**config.mk**
```make
export PLATFORM = sky130hd
export DESIGN_NAME = pixel_writer_flat
export DESIGN_NICKNAME = d
export VERILOG_FILES = /design/src/rtl/pixel_writer_if.sv /design/src/rtl/pixel_writer.sv /design/src/flat_wrapper.sv
export SDC_FILE = /design/constraint.sdc
export NUM_CORES = 1
export LEC_CHECK = 0
export BUFFER_PORTS_ARGS = -buffer_cell sky130_fd_sc_hd__buf_4
export CORE_ASPECT_RATIO = 0.6
export CORE_MARGIN = 2
export CORE_UTILIZATION = 48
export CTS_CLUSTER_SIZE = 25
export DETAILED_ROUTE_END_ITERATION = 12
export GPL_TIMING_DRIVEN = 0
export PLACE_DENSITY = 0.8
export SYNTH_ARGS = -nofsm -noshare
export SYNTH_HDL_FRONTEND = slang
export SYNTH_SLANG_ARGS = --single-unit
```
**constraint.sdc**
```tcl
create_clock -name clk -period 2.06 [get_ports clk]
set_input_delay 0.412 -clock clk [delete_from_list [all_inputs] [get_ports clk]]
set_output_delay 0.412 -clock clk [all_outputs]
set_load 0.02 [all_outputs]
```
**src/rtl/pixel_writer_if.sv**
```systemverilog
// Bundle of signals between the pixel writer, its coordinate generator and the SRAM port.
// The pixel writer uses the slave modport; the generator/SRAM side uses the master modport.
interface pixel_writer_if;
  logic        start;
  logic [9:0]  i_X_pos;
  logic [9:0]  i_Y_pos;
  logic        i_done;
  logic [15:0] i_color;
  logic        o_renew;
  logic        o_end_frame;
  logic [19:0] o_sram_addr;
  logic [15:0] o_sram_dq;
  logic        o_sram_we_n;
  logic        o_busy;
  logic        o_frame_done;
  logic        o_error;
  logic [19:0] o_pix_cnt;

  modport master (
    output start, i_X_pos, i_Y_pos, i_done, i_color,
    input  o_renew, o_end_frame, o_sram_addr, o_sram_dq, o_sram_we_n,
    input  o_busy, o_frame_done, o_error, o_pix_cnt
  );

  modport slave (
    input  start, i_X_pos, i_Y_pos, i_done, i_color,
    output o_renew, o_end_frame, o_sram_addr, o_sram_dq, o_sram_we_n,
    output o_busy, o_frame_done, o_error, o_pix_cnt
  );
endinterface

```
**src/rtl/pixel_writer.sv**
```systemverilog
// Walks a coordinate generator through one frame, writing each new in-range pixel to SRAM
// as Y*H_RES+X; skips duplicates and off-screen points and aborts after MAX_ITER samples.
module pixel_writer #(
  parameter int H_RES         = 800,
  parameter int X_MAX         = 799,
  parameter int Y_MAX         = 599,
  parameter int WR_CYCLES     = 2,
  parameter int SETTLE_CYCLES = 2,
  parameter int MAX_ITER      = 4095
) (
  input  logic           clk,
  input  logic           rst,
  pixel_writer_if.slave  bus
);
  localparam int               ITER_W      = $clog2(MAX_ITER + 1);
  localparam logic [ITER_W-1:0] ITER_LIMIT = ITER_W'(MAX_ITER);
  localparam int               CNT_W       = 8;
  localparam logic [CNT_W-1:0] SETTLE_LAST = CNT_W'(SETTLE_CYCLES - 1);
  localparam logic [CNT_W-1:0] WR_LAST     = CNT_W'(WR_CYCLES - 1);
  localparam logic [19:0]      H_RES_W     = 20'(H_RES);

  typedef enum logic [2:0] {IDLE, INIT, SETTLE, SAMPLE, WRITE, ADV, DONE} state_t;

  state_t            state_reg;
  logic [CNT_W-1:0]  cnt_reg;
  logic [ITER_W-1:0] iter_reg;
  logic [9:0]        x_reg, y_reg, last_x_reg, last_y_reg;
  logic              last_valid_reg, done_reg, abort_reg;
  logic              renew_reg, end_frame_reg, we_n_reg, busy_reg, frame_done_reg, error_reg;
  logic [19:0]       addr_reg, pix_cnt_reg;
  logic [15:0]       dq_reg;

  logic [ITER_W-1:0] iter_next;
  logic              in_range, is_new, limit_hit;
  logic [19:0]       addr_calc;

  assign iter_next = iter_reg + 1'b1;
  assign limit_hit = (iter_next == ITER_LIMIT);
  assign in_range  = (bus.i_X_pos <= 10'(X_MAX)) && (bus.i_Y_pos <= 10'(Y_MAX));
  assign is_new    = !last_valid_reg || (bus.i_X_pos != last_x_reg) || (bus.i_Y_pos != last_y_reg);
  // Full 20-bit product so the bottom-right corner address is not truncated.
  assign addr_calc = ({10'd0, bus.i_Y_pos} * H_RES_W) + {10'd0, bus.i_X_pos};

  always_ff @(posedge clk or negedge rst) begin
    if (!rst) begin
      state_reg      <= IDLE;
      cnt_reg        <= '0;
      iter_reg       <= '0;
      x_reg          <= '0;
      y_reg          <= '0;
      last_x_reg     <= '0;
      last_y_reg     <= '0;
      last_valid_reg <= 1'b0;
      done_reg       <= 1'b0;
      abort_reg      <= 1'b0;
      renew_reg      <= 1'b0;
      end_frame_reg  <= 1'b0;
      we_n_reg       <= 1'b1;
      busy_reg       <= 1'b0;
      frame_done_reg <= 1'b0;
      error_reg      <= 1'b0;
      addr_reg       <= '0;
      dq_reg         <= '0;
      pix_cnt_reg    <= '0;
    end else begin
      case (state_reg)
        IDLE: begin
          if (bus.start) begin
            state_reg      <= INIT;
            end_frame_reg  <= 1'b1;
            busy_reg       <= 1'b1;
            pix_cnt_reg    <= '0;
            iter_reg       <= '0;
            error_reg      <= 1'b0;
            last_valid_reg <= 1'b0;
            abort_reg      <= 1'b0;
          end
        end
        INIT: begin
          end_frame_reg <= 1'b0;
          cnt_reg       <= '0;
          state_reg     <= SETTLE;
        end
        SETTLE: begin
          if (cnt_reg == SETTLE_LAST) begin
            cnt_reg   <= '0;
            state_reg <= SAMPLE;
          end else begin
            cnt_reg <= cnt_reg + 1'b1;
          end
        end
        SAMPLE: begin
          x_reg     <= bus.i_X_pos;
          y_reg     <= bus.i_Y_pos;
          done_reg  <= bus.i_done;
          dq_reg    <= bus.i_color;
          iter_reg  <= iter_next;
          abort_reg <= limit_hit && !bus.i_done;
          if (in_range && is_new) begin
            addr_reg  <= addr_calc;
            we_n_reg  <= 1'b0;
            cnt_reg   <= '0;
            state_reg <= WRITE;
          end else if (bus.i_done) begin
            frame_done_reg <= 1'b1;
            state_reg      <= DONE;
          end else if (limit_hit) begin
            frame_done_reg <= 1'b1;
            error_reg      <= 1'b1;
            state_reg      <= DONE;
          end else begin
            renew_reg <= 1'b1;
            state_reg <= ADV;
          end
        end
        WRITE: begin
          if (cnt_reg == WR_LAST) begin
            we_n_reg       <= 1'b1;
            cnt_reg        <= '0;
            pix_cnt_reg    <= pix_cnt_reg + 1'b1;
            last_x_reg     <= x_reg;
            last_y_reg     <= y_reg;
            last_valid_reg <= 1'b1;
            // A pending abort is honoured only once the write has completed.
            if (done_reg) begin
              frame_done_reg <= 1'b1;
              state_reg      <= DONE;
            end else if (abort_reg) begin
              frame_done_reg <= 1'b1;
              error_reg      <= 1'b1;
              state_reg      <= DONE;
            end else begin
              renew_reg <= 1'b1;
              state_reg <= ADV;
            end
          end else begin
            cnt_reg <= cnt_reg + 1'b1;
          end
        end
        ADV: begin
          renew_reg <= 1'b0;
          cnt_reg   <= '0;
          state_reg <= SETTLE;
        end
        DONE: begin
          frame_done_reg <= 1'b0;
          busy_reg       <= 1'b0;
          state_reg      <= IDLE;
        end
        default: state_reg <= IDLE;
      endcase
    end
  end

  assign bus.o_renew      = renew_reg;
  assign bus.o_end_frame  = end_frame_reg;
  assign bus.o_sram_addr  = addr_reg;
  assign bus.o_sram_dq    = dq_reg;
  assign bus.o_sram_we_n  = we_n_reg;
  assign bus.o_busy       = busy_reg;
  assign bus.o_frame_done = frame_done_reg;
  assign bus.o_error      = error_reg;
  assign bus.o_pix_cnt    = pix_cnt_reg;
endmodule

```
**src/flat_wrapper.sv**
```systemverilog
// flat-port wrapper written by rule: the top's interface ports become plain ports
module pixel_writer_flat 
#(
  parameter int H_RES         = 800,
  parameter int X_MAX         = 799,
  parameter int Y_MAX         = 599,
  parameter int WR_CYCLES     = 2,
  parameter int SETTLE_CYCLES = 2,
  parameter int MAX_ITER      = 4095
)
  (clk, rst, bus_start, bus_i_X_pos, bus_i_Y_pos, bus_i_done, bus_i_color, bus_o_renew, bus_o_end_frame, bus_o_sram_addr, bus_o_sram_dq, bus_o_sram_we_n, bus_o_busy, bus_o_frame_done, bus_o_error, bus_o_pix_cnt);
  pixel_writer_if bus_i ();
  input  logic clk;
  input  logic rst;
  input wire logic [$bits(bus_i.start)-1:0] bus_start;
  input wire logic [$bits(bus_i.i_X_pos)-1:0] bus_i_X_pos;
  input wire logic [$bits(bus_i.i_Y_pos)-1:0] bus_i_Y_pos;
  input wire logic [$bits(bus_i.i_done)-1:0] bus_i_done;
  input wire logic [$bits(bus_i.i_color)-1:0] bus_i_color;
  output wire logic [$bits(bus_i.o_renew)-1:0] bus_o_renew;
  output wire logic [$bits(bus_i.o_end_frame)-1:0] bus_o_end_frame;
  output wire logic [$bits(bus_i.o_sram_addr)-1:0] bus_o_sram_addr;
  output wire logic [$bits(bus_i.o_sram_dq)-1:0] bus_o_sram_dq;
  output wire logic [$bits(bus_i.o_sram_we_n)-1:0] bus_o_sram_we_n;
  output wire logic [$bits(bus_i.o_busy)-1:0] bus_o_busy;
  output wire logic [$bits(bus_i.o_frame_done)-1:0] bus_o_frame_done;
  output wire logic [$bits(bus_i.o_error)-1:0] bus_o_error;
  output wire logic [$bits(bus_i.o_pix_cnt)-1:0] bus_o_pix_cnt;
  assign bus_i.start = bus_start;
  assign bus_i.i_X_pos = bus_i_X_pos;
  assign bus_i.i_Y_pos = bus_i_Y_pos;
  assign bus_i.i_done = bus_i_done;
  assign bus_i.i_color = bus_i_color;
  assign bus_o_renew = bus_i.o_renew;
  assign bus_o_end_frame = bus_i.o_end_frame;
  assign bus_o_sram_addr = bus_i.o_sram_addr;
  assign bus_o_sram_dq = bus_i.o_sram_dq;
  assign bus_o_sram_we_n = bus_i.o_sram_we_n;
  assign bus_o_busy = bus_i.o_busy;
  assign bus_o_frame_done = bus_i.o_frame_done;
  assign bus_o_error = bus_i.o_error;
  assign bus_o_pix_cnt = bus_i.o_pix_cnt;
  pixel_writer #(.H_RES(H_RES), .X_MAX(X_MAX), .Y_MAX(Y_MAX), .WR_CYCLES(WR_CYCLES), .SETTLE_CYCLES(SETTLE_CYCLES), .MAX_ITER(MAX_ITER)) u_core (.clk(clk), .rst(rst), .bus(bus_i));
endmodule
```
==> key figures <==
Critical path
  – Reg2reg end: u_core.bus.o_sram_addr[18]
  – Critical path endpoint category: flop
  – CP endpoint: u_core.bus.o_sram_addr[18]
  – R2R Path Start: u_core.last_y_reg[6]
  – Cells along the critical path: buf_12 > inv_12 > ha_4 > inv_2 > ha_4 > fa_1 > ha_4 > a211oi_4 > o21ai_1 > a21o_1 > a21oi_1 > xor2_1 > a211o_1 > nand3_1
  – CP arrival: around 3.4 ns
  – Crit Path Class: in2reg
  – CP startpoint kind: input port
  – Worst EP required: between 2 and 2.5 ns
  – R2R Setup Slk: -0.22 ns
  – Worst r2r path cells: 9
  – Cell mode on critical path: ha_4
  – Crit path launch: bus_i_Y_pos[3]
  – Worst Path Max Fanout: 6
  – Worst path max stage delay: 0.44 ns
  – CP max stage cell: fa_1

Global routing
  – Tot GR Track Use: about 27%
  – Grt ovf: 0
  – Global-route wire length before repair: 34.2 mm
  – Initial antenna violation count: 0
  – Vias in the first global route: 6661
  – Largest net degree at the start of global routing: 94

Clock tree
  – Clock transition at path regs: about 0.060 ns
  – CTS tree: done
  – TritonCTS buffer count: 17
  – Worst-skew pair later-pin latency: 0.42 ns
  – # H-tree levels: 4
  – Clk buf depth: 2
  – Root buf cell: clkbuf_16
  – Clock tree sinks: 128

Logic synthesis
  – Post-synth ARST share: 100%
  – Sequential share of the synthesized area: 44.2%
  – Syn. warnings: 0
  – Post-synthesis sequential element count: 128
  – Post-Synthesis Cells: about 800
  – Synth Area per Inst: ~9 sq um
  – Synthesized cell area: 7250 sq um
  – Netlist cell types: 64
  – Syn_nets: between 900 and 1000
  – Post-synth EDFFs: 0
  – Commonest register cell after synthesis: dfrtp_1

STA
  – Final setup viols: 34
  – Clk_skew: around 0.0085 ns
  – Worst setup margin: -1.03 ns
  – Final Cycle Share: 150%
  – Measured slew at the worst slew-check pin: approximately 0.79 ns
  – Slew headroom: a little under half
  – Pins Over Slew Limit: 0
  – Max Clock Freq: 323 MHz
  – Worst hold margin: about 0.18 ns
  – Post-layout min period: 3.09 ns
  – Fin Setup TNS: -10.15 ns
  – Final hold vios: 0
  – RSZ-0062 raised after global routing: yes

Route
  – DR vias/cell: slightly below 6
  – WL final: 22.9 mm
  – Avg WL per Cell: roughly 19 um
  – DR pass1 iterations: 6
  – Initial drt markers: 676
  – Post-route DRC: 0
  – Detail Route Antenna Nets: 0
  – Via count: between 6000 and 7000

Floorplan
  – Num ports: roughly 100
  – DIE WIDTH: approximately 160 um
  – Core Area: approximately 15000 sq um
  – Initial Utilization: between 40% and 50%
  – Site row count: 34
  – Die area: 16100 sq um
  – Die H: around 100 um

Power and ir drop
  – Sequential share of power: roughly 31%
  – Maximum vdd drop: ~0.76 mV
  – Static leakage: between 4 and 5 nW
  – Switching Fraction: between 40% and 50%
  – Clock share of power: between 20% and 30%
  – Gate power share: 47.8%
  – Power Internal: around 0.008 W
  – Sw power: 0.00571 W
  – Power density over the cells: about 1300 nW/um^2

Run status
  – Outcome: finished with violations
  – Failing checks: negative setup slack

Place
  – RePlAce Congestion: roughly 0.88
  – Post-DP HPWL: ~14 mm
  – Port bufs: 101

Layout
  – Final Util: a little over two thirds
  – Antenna diodes: 0
  – Area Growth Syn to Fin: 40.0%
  – Nets: between 1000 and 1500
  – Proportion of layout cells with a drive suffix above 1: a little under a third

Min path
  – Worst Hold Path Cells: 3
  – Hold crit path type: in2reg

Job
  – Max-cap violations: 0
[worst min-delay path by stage]
| stage | start | endpoint | slack (ns) |
|---|---|---|---|
| floorplan | rst | u_core.abort_reg | 0.12 |
| global placement | u_core.y_reg[9] | u_core.last_y_reg[9] | 0.45 |
| detailed placement | rst | u_core.bus.o_sram_addr[16] | 0.33 |
| CTS | bus_i_color[14] | u_core.bus.o_sram_dq[14] | 0.17 |
| global route | bus_i_color[15] | u_core.bus.o_sram_dq[15] | 0.19 |
| finish | bus_i_color[14] | u_core.bus.o_sram_dq[14] | 0.18 |
[what timing repair did]
action / in CTS / in global routing
hold endpoints to repair: 34 / 0
setup buffers: 24 / 27
gates resized for setup: 78 / 100
pin swaps: 34 / 53
endpoints found under the setup margin: 109 / 107
hold buffers: 1 / 0
gates cloned: 2 / 0
[critical path, delay by kind of cell]
kind	cells	cell delay [ns]
adders and majority gates	4	1.15
and+or+nand+nor	1	0.09
AOI/OAI and AO/OA	5	1.12
xor gates and xnor gates	1	0.42
buffers and inverters	3	0.18
[cell families after synthesis]
group / share of synthesized area [%]
AND/OR/NAND/NOR: 22.7
XOR/XNOR: 5.07
buffers and inverters: 3.81
flip-flops: 44.2
multiplexers: 0.880
adder cells (fa/ha/maj): 9.94
AO/OA/AOI/OAI: 13.4
[layer usage]
| layer | part of all wire (%) | global-route usage (%) | vias up | wire length, um |
|---|---|---|---|---|
| met2 | 44 | 39.4 | 351 | 10100 |
| met1 | 45 | 39.1 | 3375 | 10200 |
| met3 | 8.6 | 8.13 | 63 | 1960 |
| li1 | - | - | 3151 | - |
| met5 | 0 | 0 | - | 0 |
| met4 | 2.7 | 8.24 | 0 | 614 |
[cell usage after synthesis (3+ instances only)]
library cell  number  share of area, %
a211o_1            3              0.36
a21oi_1           22               1.5
a31oi_1           15               1.3
and2_1             5              0.43
and3_1            10              0.86
buf_1              3              0.16
buf_2              5              0.35
clkbuf_1          22               1.1
dfrtp_1          127                44
fa_1               6               1.7
ha_1              48               8.3
inv_1             40               2.1
mux2_1             3              0.47
mux2i_1            3              0.41
nand2_1          225                12
nand2b_1           5              0.43
nand3_1           38               2.6
nand4_1           10              0.86
nor2_1            34               1.8
nor2b_1            4              0.35
nor3_1            13              0.90
nor3b_1            4              0.41
nor4_1             5              0.43
o211ai_1           5              0.52
o21a_1             6              0.62
o21ai_0           27               1.9
o21ai_1           34               2.3
o22ai_1            4              0.35
o31ai_1            8              0.83
or2_1              3              0.26
xnor2_1           18               2.2
xor2_1            24               2.9
[metrics by stage]
step	power [W]	worst slack, ns	cell area, sq um	cells
2_1_floorplan	0.00739	-1.18	7480	821
3_5_place_dp	0.00914	-1.75	8510	1121
4_1_cts	0.0127	-1.11	9640	1178
3_3_place_gp	0.00896	-1.73	8480	1120
6_report	0.0136	-1.03	10200	1199
5_1_grt	0.0144	-1.13	10200	1199
[cells in the final DEF (no fill, tap or decap), types with 8 or more instances in the layout]
cell type  instances
nor2_1            23
nand4_1           10
o21ai_1           30
clkbuf_16         17
ha_1              29
a21oi_1           18
nand3_1           37
xor2_1            22
a31oi_1           14
inv_2              8
o21ai_0           26
buf_6             13
ha_4              17
nand2_2            8
nor3_1             9
dfrtp_1          125
inv_1             30
nand2_1          212
clkbuf_2           8
buf_4            133
and3_1             9
xnor2_1           14
clkbuf_1          12
[layout make-up]
class | count | area [sq um]
inverters | 40 | 175
plain buffers | 29 | 180
multi-input cells | 622 | 4530
clock inverters | 12 | 121
repair buffers | 152 | 1270
well taps | 198 | 248
flip-flops and latches | 128 | 3210
clock buffers | 18 | 429
fillers | 1027 | 4480
[power groups by stage]
stage	sequential [W]	clock, W	combinational, W
after global routing	0.00432	0.00302	0.00704
after floorplan	0.00445	0	0.00294
after global placement	0.00407	0	0.00489
final	0.00422	0.00290	0.00652
after CTS	0.00409	0.00288	0.00573
after detailed placement	0.00407	0	0.00507
No activity file was read; power rests on OpenSTA's default activity.
